## config.mk

```make
export PLATFORM = sky130hd
export DESIGN_NAME = interval_timer_flat
export DESIGN_NICKNAME = d
export VERILOG_FILES = /design/src/rtl/timer_pkg.sv /design/src/rtl/wb_bus.sv /design/src/rtl/timer_prescaler.sv /design/src/rtl/interval_timer.sv /design/src/flat_wrapper.sv
export SDC_FILE = /design/constraint.sdc
export NUM_CORES = 1
export LEC_CHECK = 0
export CAP_MARGIN = 0
export CORE_MARGIN = 2
export CORE_UTILIZATION = 50
export CTS_CLUSTER_SIZE = 16
export DETAILED_ROUTE_END_ITERATION = 16
export PLACE_DENSITY_LB_ADDON = 0.3
export SLEW_MARGIN = 20
export SYNTH_ARGS = -nofsm -noshare
export SYNTH_HDL_FRONTEND = slang
export SYNTH_SLANG_ARGS = --single-unit
```

## constraint.sdc

```tcl
create_clock -name clk_in -period 4.6 [get_ports clk_in]
set_input_delay 0.46 -clock clk_in [delete_from_list [all_inputs] [get_ports clk_in]]
set_output_delay 0.46 -clock clk_in [all_outputs]
set_load 0.01 [all_outputs]
```

## src/rtl/timer_pkg.sv

```systemverilog
// Shared register map, CTRL bit layout and the CTRL word decoder for interval_timer.
package timer_pkg;

    localparam logic [1:0] REG_CTRL    = 2'd0;
    localparam logic [1:0] REG_COMPARE = 2'd1;
    localparam logic [1:0] REG_COUNT   = 2'd2;
    localparam logic [1:0] REG_STATUS  = 2'd3;

    localparam int CTRL_EN_BIT         = 0;
    localparam int CTRL_ONESHOT_BIT    = 1;
    localparam int CTRL_AUTORELOAD_BIT = 2;
    localparam int CTRL_IRQ_EN_BIT     = 3;
    localparam int CTRL_PSC_LSB        = 8;
    localparam int PSC_MAX_W           = 16;
    localparam int STATUS_MATCH_BIT    = 0;

    // Bit-for-bit image of the CTRL register as seen on the bus
    typedef struct packed {
        logic [7:0]  rsvd_hi;
        logic [15:0] psc;
        logic [3:0]  rsvd_lo;
        logic        irq_en;
        logic        autoreload;
        logic        oneshot;
        logic        en;
    } ctrl_t;

    function automatic ctrl_t ctrl_from_word(input logic [31:0] word, input logic [15:0] psc_mask);
        ctrl_t c;
        c            = ctrl_t'(32'd0);
        c.en         = word[CTRL_EN_BIT];
        c.oneshot    = word[CTRL_ONESHOT_BIT];
        c.autoreload = word[CTRL_AUTORELOAD_BIT];
        c.irq_en     = word[CTRL_IRQ_EN_BIT];
        c.psc        = word[CTRL_PSC_LSB +: PSC_MAX_W] & psc_mask;
        return c;
    endfunction

endpackage

```

## src/rtl/wb_bus.sv

```systemverilog
// Wishbone classic bus bundle, 32-bit data, byte address with word registers.
interface wb_bus;
    logic        cyc;
    logic        stb;
    logic        we;
    logic [31:0] adr;
    logic [3:0]  sel;
    logic [31:0] dat_w;
    logic [31:0] dat_r;
    logic        ack;

    modport master (output cyc, stb, we, adr, sel, dat_w, input dat_r, ack);
    modport slave  (input cyc, stb, we, adr, sel, dat_w, output dat_r, ack);
endinterface

```

## src/rtl/timer_prescaler.sv

```systemverilog
// Clock divider for interval_timer: one tick every psc+1 clocks while enabled.
module timer_prescaler #(
    parameter int PSC_W = 8
) (
    input  logic             clk,
    input  logic             rst,
    input  logic             en,
    input  logic [PSC_W-1:0] psc,
    input  logic             restart,
    output logic             tick
);

    logic [PSC_W-1:0] cnt_r;
    logic             wrap_s;

    // >= keeps the divider bounded if PSC is lowered while running
    assign wrap_s = (cnt_r >= psc);
    assign tick   = en & ~restart & wrap_s;

    // Divider counter, parked at zero while disabled or restarted
    always_ff @(posedge clk or posedge rst) begin
        if (rst) begin
            cnt_r <= {PSC_W{1'b0}};
        end else if (~en | restart | wrap_s) begin
            cnt_r <= {PSC_W{1'b0}};
        end else begin
            cnt_r <= cnt_r + PSC_W'(1'b1);
        end
    end

endmodule

```

## src/rtl/interval_timer.sv

```systemverilog
// interval_timer: Wishbone-mapped 32-bit interval timer with compare match interrupt.
// Build option: define TIMER_PRESCALER_EN to include the PSC clock prescaler.
module interval_timer
    import timer_pkg::*;
#(
    parameter int PSC_W = 8
) (
    input  logic clk_in,
    input  logic reset_in,
    wb_bus.slave bus_slave,
    output logic irq_out
);

`ifdef TIMER_PRESCALER_EN
    localparam bit PSC_PRESENT = 1'b1;
`else
    localparam bit PSC_PRESENT = 1'b0;
`endif
    localparam logic [15:0] PSC_MASK = PSC_PRESENT ? 16'((32'd1 << PSC_W) - 32'd1) : 16'd0;

    ctrl_t       ctrl_r;
    ctrl_t       ctrl_next_s;
    logic [31:0] compare_r;
    logic [31:0] count_r;
    logic [31:0] count_next_s;
    logic        match_r;
    logic        match_next_s;
    logic        ack_r;
    logic        irq_r;
    logic [31:0] rdata_r;
    logic [31:0] rd_word_s;
    logic [1:0]  reg_sel_s;
    logic        req_s;
    logic        wr_s;
    logic        ctrl_wr_s;
    logic        compare_wr_s;
    logic        count_wr_s;
    logic        status_wr_s;
    logic        tick_s;
    logic        hit_s;
    logic        unused_bus_s;

    assign reg_sel_s    = bus_slave.adr[3:2];
    assign req_s        = bus_slave.cyc & bus_slave.stb & ~ack_r;
    assign wr_s         = ack_r & bus_slave.cyc & bus_slave.stb & bus_slave.we;
    assign unused_bus_s = ^{bus_slave.adr[31:4], bus_slave.adr[1:0], bus_slave.sel};

    assign bus_slave.ack   = ack_r;
    assign bus_slave.dat_r = rdata_r;
    assign irq_out         = irq_r;

`ifdef TIMER_PRESCALER_EN
    timer_prescaler #(
        .PSC_W (PSC_W)
    ) u_prescaler (
        .clk     (clk_in),
        .rst     (reset_in),
        .en      (ctrl_r.en),
        .psc     (ctrl_r.psc[PSC_W-1:0]),
        .restart (count_wr_s),
        .tick    (tick_s)
    );
`else
    assign tick_s = ctrl_r.en;
`endif

    // Write strobes, valid only in the ack cycle of a write
    always_comb begin
        ctrl_wr_s    = 1'b0;
        compare_wr_s = 1'b0;
        count_wr_s   = 1'b0;
        status_wr_s  = 1'b0;
        if (wr_s) begin
            case (reg_sel_s)
                REG_CTRL:    ctrl_wr_s    = 1'b1;
                REG_COMPARE: compare_wr_s = 1'b1;
                REG_COUNT:   count_wr_s   = 1'b1;
                REG_STATUS:  status_wr_s  = 1'b1;
                default:     ctrl_wr_s    = 1'b0;
            endcase
        end else begin
            ctrl_wr_s = 1'b0;
        end
    end

    // Read multiplexer
    always_comb begin
        rd_word_s = 32'd0;
        case (reg_sel_s)
            REG_CTRL:    rd_word_s = ctrl_r;
            REG_COMPARE: rd_word_s = compare_r;
            REG_COUNT:   rd_word_s = count_r;
            REG_STATUS:  rd_word_s = {31'd0, match_r};
            default:     rd_word_s = 32'd0;
        endcase
    end

    // A COUNT write swallows any tick in the same cycle, so it also blocks a match
    assign hit_s = tick_s & ~count_wr_s & (count_r == compare_r);

    // Timer next-state: counter, CTRL (one-shot disable) and sticky MATCH
    always_comb begin
        count_next_s = count_r;
        ctrl_next_s  = ctrl_r;
        match_next_s = match_r;

        if (count_wr_s) begin
            count_next_s = bus_slave.dat_w;
        end else if (hit_s) begin
            count_next_s = ctrl_r.autoreload ? 32'd0 : count_r + 32'd1;
        end else if (tick_s) begin
            count_next_s = count_r + 32'd1;
        end else begin
            count_next_s = count_r;
        end

        if (ctrl_wr_s) begin
            ctrl_next_s = ctrl_from_word(bus_slave.dat_w, PSC_MASK);
        end else if (hit_s & ctrl_r.oneshot) begin
            ctrl_next_s.en = 1'b0;
        end else begin
            ctrl_next_s = ctrl_r;
        end

        if (hit_s) begin
            match_next_s = 1'b1;
        end else if (status_wr_s & bus_slave.dat_w[STATUS_MATCH_BIT]) begin
            match_next_s = 1'b0;
        end else begin
            match_next_s = match_r;
        end
    end

    // Bus handshake: single-cycle ack and registered read data, zero outside ack
    always_ff @(posedge clk_in or posedge reset_in) begin
        if (reset_in) begin
            ack_r   <= 1'b0;
            rdata_r <= 32'd0;
        end else if (req_s) begin
            ack_r   <= 1'b1;
            rdata_r <= rd_word_s;
        end else begin
            ack_r   <= 1'b0;
            rdata_r <= 32'd0;
        end
    end

    // Timer state registers
    always_ff @(posedge clk_in or posedge reset_in) begin
        if (reset_in) begin
            ctrl_r    <= ctrl_t'(32'd0);
            compare_r <= 32'd0;
            count_r   <= 32'd0;
            match_r   <= 1'b0;
        end else begin
            ctrl_r    <= ctrl_next_s;
            compare_r <= compare_wr_s ? bus_slave.dat_w : compare_r;
            count_r   <= count_next_s;
            match_r   <= match_next_s;
        end
    end

    // Interrupt line follows MATCH gated by IRQ_EN, one cycle later
    always_ff @(posedge clk_in or posedge reset_in) begin
        if (reset_in) begin
            irq_r <= 1'b0;
        end else begin
            irq_r <= match_r & ctrl_r.irq_en;
        end
    end

endmodule

```

## src/flat_wrapper.sv

```systemverilog
// flat-port wrapper written by rule: the top's interface ports become plain ports
module interval_timer_flat import timer_pkg::*;
#(
    parameter int PSC_W = 8
)
  (clk_in, reset_in, irq_out, bus_slave_cyc, bus_slave_stb, bus_slave_we, bus_slave_adr, bus_slave_sel, bus_slave_dat_w, bus_slave_dat_r, bus_slave_ack);
  wb_bus bus_slave_i ();
  input  logic clk_in;
  input  logic reset_in;
  output logic irq_out;
  input wire logic [$bits(bus_slave_i.cyc)-1:0] bus_slave_cyc;
  input wire logic [$bits(bus_slave_i.stb)-1:0] bus_slave_stb;
  input wire logic [$bits(bus_slave_i.we)-1:0] bus_slave_we;
  input wire logic [$bits(bus_slave_i.adr)-1:0] bus_slave_adr;
  input wire logic [$bits(bus_slave_i.sel)-1:0] bus_slave_sel;
  input wire logic [$bits(bus_slave_i.dat_w)-1:0] bus_slave_dat_w;
  output wire logic [$bits(bus_slave_i.dat_r)-1:0] bus_slave_dat_r;
  output wire logic [$bits(bus_slave_i.ack)-1:0] bus_slave_ack;
  assign bus_slave_i.cyc = bus_slave_cyc;
  assign bus_slave_i.stb = bus_slave_stb;
  assign bus_slave_i.we = bus_slave_we;
  assign bus_slave_i.adr = bus_slave_adr;
  assign bus_slave_i.sel = bus_slave_sel;
  assign bus_slave_i.dat_w = bus_slave_dat_w;
  assign bus_slave_dat_r = bus_slave_i.dat_r;
  assign bus_slave_ack = bus_slave_i.ack;
  interval_timer #(.PSC_W(PSC_W)) u_core (.clk_in(clk_in), .reset_in(reset_in), .bus_slave(bus_slave_i), .irq_out(irq_out));
endmodule
```

### Word level (Yosys, flattened, before mapping)

Index checks and enable logic that the tools add are counted.

* register bits: 103
* latch bits: 0
* memory bits (writable): 0
* ROM bits: 0
* bits of input ports: 73
* output and inout bits: 34
* logic and storage cells: 50
* memories kept: 0

* add/sub/neg operators: 1
* multipliers: 0
* divide/modulo/power cells: 0
* order comparisons: 0
* equality and inequality tests: 4
* shift operators: 0
* mux-type cells: 19
* bitwise logic cells: 12
* reduce and logical (&&, ||, !) cells: 4

Operator list (number)
* $mux W32: 5
* $pmux W32 S4: 1
* $add A32 B1 Y32 const B: 1
* $eq A32 B32 Y1: 1
* $mux W1: 13
* $and A1 B1 Y1: 10
* $eq A2 B2 Y1 const B: 2
* $reduce_bool A2 Y1: 2
* $reduce_bool A3 Y1: 1
* $eq A2 B1 Y1 const B: 1
* $logic_not A2 Y1: 1
* $not A1 Y1: 2

### Depth between registers and ports, before layout

Gate-level depths: netlist (run 1).

* depth after elaboration: 10
* gate-level depth with buffers: 9
* gate-level depth less buffers: 7

### Worst setup path before layout (run 1)

No wires, ideal clock.

* path type: input port to flip-flop
* from: in bus_slave_adr[2]
* to: reg u_core.compare_r[10]
* setup time: 125 ps
* data arrival time: 1734 ps
* data required time: 4475 ps
* setup slack: 2741 ps
* cell stages on the path: 6
* path buffers: 3
* cells stage by stage: buf_2 -> nor2b_1 -> nor2b_1 -> clkbuf_1 -> buf_2 -> mux2_2

* cells in the longest elaborated chain, start to end: 3

Ends and longest elaborated chain
* from (decl): RTL line flat_wrapper.sv:14 `input wire logic [$bits(bus_slave_i.adr)-1:0] bus_slave_adr;`
* $eq A2 B1 Y1: RTL line interval_timer.sv:74 `case (reg_sel_s)`
* $mux W1: RTL line interval_timer.sv:74
* $mux W1: RTL line interval_timer.sv:73 `if (wr_s) begin`
* to (signal assigned): RTL line interval_timer.sv:157 `compare_r <= compare_wr_s ? bus_slave.dat_w : compare_r;`
* to (decl): RTL line interval_timer.sv:23 `logic [31:0] compare_r;`

No other way between the ends.
A chain may end at the register's enable or synchronous reset.

### Worst setup path in the final report (run 1)

* from: in bus_slave_adr[3]
* to: reg u_core.count_r[14]

* cells in the longest elaborated chain, start to end: 8

Ends and longest elaborated chain
* $eq A2 B2 Y1 *: RTL line interval_timer.sv:74
* $mux W1 *: RTL line interval_timer.sv:74
* $mux W1 *: RTL line interval_timer.sv:73
* $not A1 Y1: RTL line interval_timer.sv:99 `assign hit_s = tick_s & ~count_wr_s & (count_r == compare_r);`
* $and A1 B1 Y1 (2 in series): RTL line interval_timer.sv:99
* $mux W32: RTL line interval_timer.sv:109 `end else if (hit_s) begin`
* $mux W32: RTL line interval_timer.sv:107 `if (count_wr_s) begin`
* to (signal assigned): RTL line interval_timer.sv:158 `count_r <= count_next_s;`
* to (decl): RTL line interval_timer.sv:24 `logic [31:0] count_r;`

Every way passes the cells marked *; elsewhere a longest branch is shown, timed or not.

==> results.md, run 1 <==
Route:
- After detailed routing, the number of remaining DRC violations is 0.
- The vias per cell is about 5.8.
- The total detailed-routing wirelength is 12500 um.
- Dividing the detail-routed wire length by the instance count gives 18.43 um.
- The detailed-routing iteration count for the pre-antenna-repair pass is 5.
- The detailed router placed between 3000 and 4000 vias in this run.
- In this run the remaining antenna-violating nets after routing total 0.
- The detailed router finished its first iteration with 226 violations.

Place:
- After legalization and detailed placement, the total HPWL measured 8576 um.
- The worst setup slack before clock tree synthesis is 1.080 ns.
- Routability-driven placement finished with a final weighted congestion of around 0.86.
- The count of port buffers added during placement is 72.

Floorplanning:
- The die is 107.0 um wide.
- The chip height is approximately 110 um.
- The die area is 11460 sq um.
- The I/O pin total is approximately 110.
- The starting utilization of the core area is 51.42%.
- Row generation in the floorplan step produced 37 rows.
- The area inside the core boundary is just over 10000 sq um.

Worst setup path:
- The worst setup path is launched from an input pin.
- Across all register-to-register paths, the minimum setup slack is 2.21 ns.
- Tracing the worst setup path back leads to its startpoint at bus_slave_adr[3].
- The required time of the critical path is 4.90 ns.
- STA puts the critical path data arrival time at between 3 and 4 ns.
- The worst setup path is captured at a flip-flop.
- The logic depth of the worst register-to-register path is 6.
- In this run the worst path has a maximum fanout of 35.
- The most critical setup path has its endpoint at u_core.count_r[14].
- The start of the worst register-to-register path is u_core.count_r[18].
- The capturing point of the worst reg2reg path is u_core.count_r[22].
- The startpoint-to-endpoint class of the critical path is in -> reg.

Clocking:
- The H-tree was split into 3 levels.
- In this run the clock root is driven by a sky130_fd_sc_hd__clkbuf_8.
- The maximum buffer depth of the clock tree is 2.
- The number of gates resized after CTS was 0.
- The clock-pin slew of the registers on the worst-case setup and hold paths is 0.10 ns.
- Buffers inserted during clock tree synthesis total 9.
- The buffers inserted during post-CTS setup optimization is 0.
- The count of clock tree sinks is 103.
- The later pin in the worst-skew pair is clocked with a latency of 0.38 ns.
- The TritonCTS clock tree is yes.
- The count of hold-fix buffers inserted at cts is 0.

Synth:
- The commonest cells after synthesis are sky130_fd_sc_hd__dfrtp_1, sky130_fd_sc_hd__nor2_1, sky130_fd_sc_hd__mux2_2.
- The sequential element share of the synthesized area is slightly below 50%.
- The cell type with the largest total area after synthesis is sky130_fd_sc_hd__dfrtp_1.
- The netlist uses 50 different library cells.
- The number of warning messages in the yosys log is 0.
- The most numerous cell in the Yosys netlist is sky130_fd_sc_hd__dfrtp_1.
- The instance count of the mapped netlist is 484.
- Yosys attributes the largest share of cell area to sky130_fd_sc_hd__dfrtp_1, sky130_fd_sc_hd__mux2_2, sky130_fd_sc_hd__xnor2_1, sky130_fd_sc_hd__nor2_1, sky130_fd_sc_hd__xor2_1.
- The number of nets produced by synthesis is 558.
- The post-synthesis instance area is 5309 sq um.
- Summed over its instances, the top area cell type makes up roughly 49% of the synthesized netlist area.
- The number of enable flip-flop cells after synthesis is 0.
- The most instantiated flip-flop cell in the synthesis netlist is sky130_fd_sc_hd__dfrtp_1.
- The flop and latch count out of synthesis is 103.
- The mean post-synth cell area is 10.97 sq um.
- Of all flip-flops after synthesis, the portion carrying an async set or reset was 100.0%.

Global route:
- The total overflow left after global routing is 0.
- The overall fraction of global-route tracks in use is 22.62%.
- The global-route wire length before repair is around 20000 um.
- Entering global routing, the biggest net connects 71 pins.
- The initial antenna violation count is 0.
- The number of global-route vias before repair came to about 3800.

Pwr:
- Power spread over the standard cell area amounts to 340.9 nW/um^2.
- The largest voltage drop on the vdd net is 0.0001931 V.
- Of the total power, the share spent switching nets is 31.09%.
- The leakage power total is 2.531 nW.
- The clock network power share is 27.1%.
- Internal power comes to 0.001475 W.
- The part of the power in registers is 53.0%.
- Summed over all nets, the switching power comes to 0.0006652 W.
- Combinational logic burns about a fifth of the power.

Finish:
- In the final layout, the multi-input gates occupy roughly 2500 sq um.
- The area growth from synthesis to layout is 18.24%.
- The net total in the final layout is 611.
- The share of final-layout standard cells stronger than drive strength 1 is between 10% and 20%.
- The register area is 2577 sq um.
- The count of inserted antenna diode cells is 0.
- The layout has 879 filler cells.

Timing:
- For this run, the top clock speed supported by timing is between 300 and 400 MHz.
- The total negative setup slack is 0 ns.
- Setup violations remaining at the end of the flow were counted as 0.
- The routed design could run at a clock period as short as 3.144 ns.
- Setup repair after global routing left no endpoint under its margin.
- At the pin with the least slew margin, the transition time is 0.8679 ns.
- The share of the clock period used by the worst path is 68.35%.
- The post-route worst setup slack is 1.456 ns.
- On the final layout, the worst clock skew is 0.01181 ns.
- The worst slew slack as a fraction of its limit is between 40% and 50%.
- The worst hold slack is 0.5172 ns.
- The number of hold violations in the final report was 0.
- The final number of max-transition violations was 0.

Hold path:
- The startpoint identified for the worst hold timing path is u_core.ctrl_r[3].
- In this run the worst hold path is classified as reg -> reg.

Flow run:
- Max-cap violations in this run came to 0.

Run status:
- The run finished with clean final reports.
critical path: stages:
cell and delay [ns]:
sky130_fd_sc_hd__clkdlybuf4s50_1 0.68, sky130_fd_sc_hd__nor2b_2 0.74, sky130_fd_sc_hd__nand2b_2 0.65, sky130_fd_sc_hd__buf_4 0.42
sky130_fd_sc_hd__nand4_1 0.12, sky130_fd_sc_hd__o311ai_0 0.16, sky130_fd_sc_hd__nor3_1 0.20
state kept, by name, summed over array words and instances, names as in the netlist:
name and count:
u_core.bus_slave.dat_r 32, u_core.tick_s 1, u_core.match_r 1, u_core.count_r 32, u_core.ctrl_r 3, u_core.bus_slave.ack 1, u_core.compare_r 32, u_core.irq_out 1
cells by family (layout without fill, tap and decap cells):
logic type	Yosys count	count (layout)	synth area share (%)
buffers and inverters	43	101	4.124
XOR/XNOR	57	57	9.545
flip-flops	103	103	48.55
multiplexers	40	40	8.602
AND/OR/NAND/NOR	169	169	17.86
adder cells (fa/ha/maj)	1	1	0.2356
AO/OA/AOI/OAI	71	71	11.08
per-layer routing:
| metal | part of all wire, % | GRT usage [%] | up-vias | routed length, um |
|---|---|---|---|---|
| li1 | - | - | 1813 | - |
| met1 | 44 | 30.86 | 1941 | 5478 |
| met2 | 48 | 36.08 | 138 | 5971 |
| met3 | 6.2 | 4.559 | 18 | 769 |
| met4 | 2.2 | 7.792 | 0 | 278 |
| met5 | 0 | 0 | - | 0 |
stage by stage:
step | cells | cell area [sq um] | util (%) | power, W
2_1_floorplan | 484 | 5309 | - | 0.001430
3_3_place_gp | 662 | 6081 | 58.90 | 0.001552
3_5_place_dp | 662 | 6081 | 58.90 | 0.001568
4_1_cts | 678 | 6277 | 60.80 | 0.002143
5_1_grt | 678 | 6277 | 60.80 | 0.002238
6_report | 678 | 6277 | 60.80 | 0.002140
cell usage in the layout, fill, tap and decap left out, types with 15 or more instances in the layout:
master,count
sky130_fd_sc_hd__a22oi_1,28
sky130_fd_sc_hd__clkdlybuf4s50_1,72
sky130_fd_sc_hd__dfrtp_1,103
sky130_fd_sc_hd__mux2_2,34
sky130_fd_sc_hd__nand2_1,23
sky130_fd_sc_hd__nand3_1,15
sky130_fd_sc_hd__nand4_1,17
sky130_fd_sc_hd__nor2_1,65
sky130_fd_sc_hd__xnor2_1,30
sky130_fd_sc_hd__xor2_1,26
cell type report:
| class | count | share of cell area (%) |
|---|---|---|
| clock buffers | 10 | 2.033 |
| clock inverters | 6 | 1.096 |
| inverters | 6 | 0.3986 |
| multi-input cells | 338 | 40.18 |
| flip-flops and latches | 103 | 41.06 |
| well taps | 136 | 2.711 |
| repair buffers | 79 | 12.52 |
power by group through the flow:
| stage | logic (W) | clock network [W] | registers [W] |
|---|---|---|---|
| after floorplan | 0.000331 | 0 | 0.00110 |
| after global placement | 0.000410 | 0 | 0.00114 |
| after detailed placement | 0.000420 | 0 | 0.00115 |
| after CTS | 0.000425 | 0.000587 | 0.00113 |
| after global routing | 0.000462 | 0.000626 | 0.00115 |
| final | 0.000425 | 0.000580 | 0.00113 |
worst min-delay path by stage:
| stage | to | cells past startpoint |
|---|---|---|
| floorplan | u_core.irq_out | 1 |
| finish | u_core.irq_out | 1 |
| CTS | u_core.irq_out | 1 |
| global route | u_core.irq_out | 1 |
| global placement | u_core.irq_out | 1 |
| detailed placement | u_core.irq_out | 1 |
No activity file was read; power rests on OpenSTA's default activity.
==> run 2: changes to the inputs <==
- CORE_UTILIZATION: 50 -> 47
- clock period: 4.6 -> 2.8 ns (I/O delays scaled with it)
==> results.md, run 2 (synthesized netlist as in run 1, its figures left out) <==
Clocking:
- The maximum buffer depth of the clock tree is 2.
- In this run the number of H-tree levels came out at 3.
- TritonCTS built the clock tree.
- The buffers inserted during post-CTS setup optimization is 0.
- Post-CTS repair changed the size of 0 cells.
- The count of clock tree sinks is 103.
- Counting the buffers created by CTS gives 9.
- Clock latency on the worst-skew pair, taken at its later pin, is 0.35 ns.
- The clock-pin slew of the registers on the worst-case setup and hold paths is 0.07 ns.
- The count of hold-fix buffers inserted at cts is 0.
- The tree is rooted in a sky130_fd_sc_hd__clkbuf_16.

Pwr:
- The largest voltage drop on the vdd net is approximately 0.00031 V.
- Registers are responsible for 48.4% of the overall power.
- The proportion of total power due to net switching is roughly 28%.
- The power per unit of standard cell area is around 600 nW/um^2.
- In this run the power spent charging and discharging nets is 0.001086 W.
- Combinational cells account for a little under a fifth of the total power.
- The leakage power total is 2.616 nW.
- The cell-internal power is around 0.0028 W.
- The clock network power share is about a third.

Run status:
- The run finished with clean final reports.

Floorplanning:
- For this configuration, the core starts out at a cell density of 48.55%.
- The chip height is 110.3 um.
- The total area inside the core boundary comes to 10940 sq um.
- The die is 110.3 um wide.
- The die area is 12160 sq um.
- For this design the top-level I/O count stands at 107.
- The floorplan has 38 rows.

Global route:
- The met1 global-route usage is 30.27%.
- The global-route wire length before repair is 20760 um.
- For this run, the total global-route usage over all layers was measured as 22.58%.
- The met2 usage in global routing is 37.07%.
- The most congested layer reported by global routing is met2.
- The sum of overflow across all layers after global routing is 0.
- The initial antenna violation count came to 0.
- Global routing consumed, on the met3 layer, 3.175% of the routing resources.
- The number of global-route vias before repair was 4015.
- Entering global routing, the biggest net connects 48 pins.

Timing:
- Across the routed clock network, the largest skew measured is 0.01121 ns.
- Measured against its own limit, the worst slew margin works out to 60.26%.
- Hold timing on the final database bottoms out at a slack of 0.3512 ns.
- The number of hold violations in the final report was 0.
- Dividing the final minimum period by the clock period gives 81.35%.
- Setup violations remaining at the end of the flow were counted as 0.
- The post-route worst setup slack is ~0.52 ns.
- For this run, the top clock speed supported by timing is 439.0 MHz.
- The final number of max-transition violations was 0.
- Setup repair after global routing left no endpoint under its margin.
- At the pin with the least slew margin, the transition time is 0.5948 ns.
- The total negative setup slack is 0 ns.
- The post-layout minimum cycle time is 2.278 ns.

Route:
- The count of nets left with antenna violations once routing finished came out at 0.
- The via total after detailed routing is 3900.
- Wires add up to 12510 um.
- The total DRC errors in the routed layout is 0.
- The vias per cell is 5.660.
- The first-iteration detailed-routing DRC count is about 210.
- After detailed routing, the average wire length per cell comes to roughly 18 um.
- The detailed-routing iteration count for the pre-antenna-repair pass is 4.

Finish:
- Once layout is done, the placed cells without fillers occupy about 6500 sq um.
- The repair_antennas step left the layout with diodes totalling 0.
- The share of final-layout standard cells stronger than drive strength 1 is 17.85%.
- The register area is 2577 sq um.
- The most common cell after layout, fill and taps aside is sky130_fd_sc_hd__dfrtp_1.
- Fill cells in the final layout number 940.
- At the end of the flow the core is filled with cells to 59.03%.
- The net total in the final layout is 618.
- Summing all multi-input logic gate instances after layout gives 2522 sq um.
- The area growth from synthesis to layout is 21.59%.
- The top cell types in the final layout, fill and taps aside, are sky130_fd_sc_hd__dfrtp_1, sky130_fd_sc_hd__clkdlybuf4s50_1, sky130_fd_sc_hd__nor2_1, sky130_fd_sc_hd__mux2_2, sky130_fd_sc_hd__xnor2_1.

Hold path:
- In this run the worst hold path is classified as in -> async.

Worst setup path:
- STA classifies the critical path startpoint as a flip-flop.
- At the worst endpoint, the arrival time is roughly 2.5 ns.
- Of all nets on the critical path, the largest fanout is 19.
- The critical path is of the reg -> reg type.
- The kind of capture point of the worst setup path is a flip-flop.
- STA puts the critical path data required time at roughly 3 ns.

Flow run:
- The max-capacitance violation count is 0.

Place:
- Timing analysis after detailed placement gives a worst setup slack of 0.3379 ns.
- The placed cell area is 6152 sq um.
- The congestion estimate from routability-driven global placement came to 0.8330.
- The count of port buffers added during placement is 72.
- The detailed placer's ending HPWL is 8721 um.
run 2: cell types whose count changed in the layout (fill, tap and decap cells not counted):
cell | before | now
sky130_fd_sc_hd__clkbuf_1 | 1 | 3
sky130_fd_sc_hd__clkinv_2 | 1 | 0
sky130_fd_sc_hd__clkbuf_8 | 9 | 2
sky130_fd_sc_hd__inv_4 | 1 | 0
sky130_fd_sc_hd__inv_6 | 1 | 0
sky130_fd_sc_hd__clkbuf_16 | 0 | 9
sky130_fd_sc_hd__buf_4 | 6 | 12
sky130_fd_sc_hd__clkinv_4 | 2 | 1
sky130_fd_sc_hd__buf_12 | 1 | 2
run 2: per-layer routing:
layer | vias to the layer above | wire [um]
li1 | 1832 | -
met1 | 1943 | 5436
met2 | 109 | 6126
met3 | 16 | 695
met4 | 0 | 248
met5 | - | 0
run 2: cell type report:
type	count	area share (%)
clock buffers	14	4.090
inverters	6	0.4071
flip-flops and latches	103	39.93
clock inverters	2	0.6009
multi-input cells	338	39.08
well taps	140	2.714
repair buffers	86	13.18
run 2: worst max-delay path, stage by stage, from the launching register on:
cell,delay (ns)
sky130_fd_sc_hd__dfrtp_1,0.47
sky130_fd_sc_hd__xor2_1,0.22
sky130_fd_sc_hd__nor4_1,0.47
sky130_fd_sc_hd__and3_1,0.30
sky130_fd_sc_hd__nand3_4,0.15
sky130_fd_sc_hd__nor2_8,0.41
sky130_fd_sc_hd__a211oi_1,0.10
run 2: through the flow:
stage / instances / power (W)
global route: 689 / 0.004013
CTS: 689 / 0.003868
global placement: 673 / 0.002564
floorplan: 484 / 0.002350
detailed placement: 673 / 0.002586
finish: 689 / 0.003845
run 2: worst paths after layout:
kind	start	end	slack [ns]	cells after the start
worst max-delay path	u_core.count_r[14]	u_core.count_r[20]	0.52	6
worst min-delay path	reset_in	u_core.bus_slave.dat_r[25]	0.35	2
worst max register to register	u_core.count_r[14]	u_core.count_r[20]	0.52	6
worst min register to register	u_core.ctrl_r[3]	u_core.irq_out	0.52	1
max in group asynchronous	reset_in	u_core.compare_r[9]	1.77	3
min in group clk_in	u_core.ctrl_r[3]	u_core.irq_out	0.52	1
run 2: power groups by stage:
stage | clock (W) | sequential [W] | combinational (W)
3_5_place_dp | 0 | 0.00188 | 0.000702
4_1_cts | 0.00130 | 0.00186 | 0.000708
2_1_floorplan | 0 | 0.00181 | 0.000543
5_1_grt | 0.00135 | 0.00189 | 0.000775
3_3_place_gp | 0 | 0.00187 | 0.000690
6_report | 0.00128 | 0.00186 | 0.000707
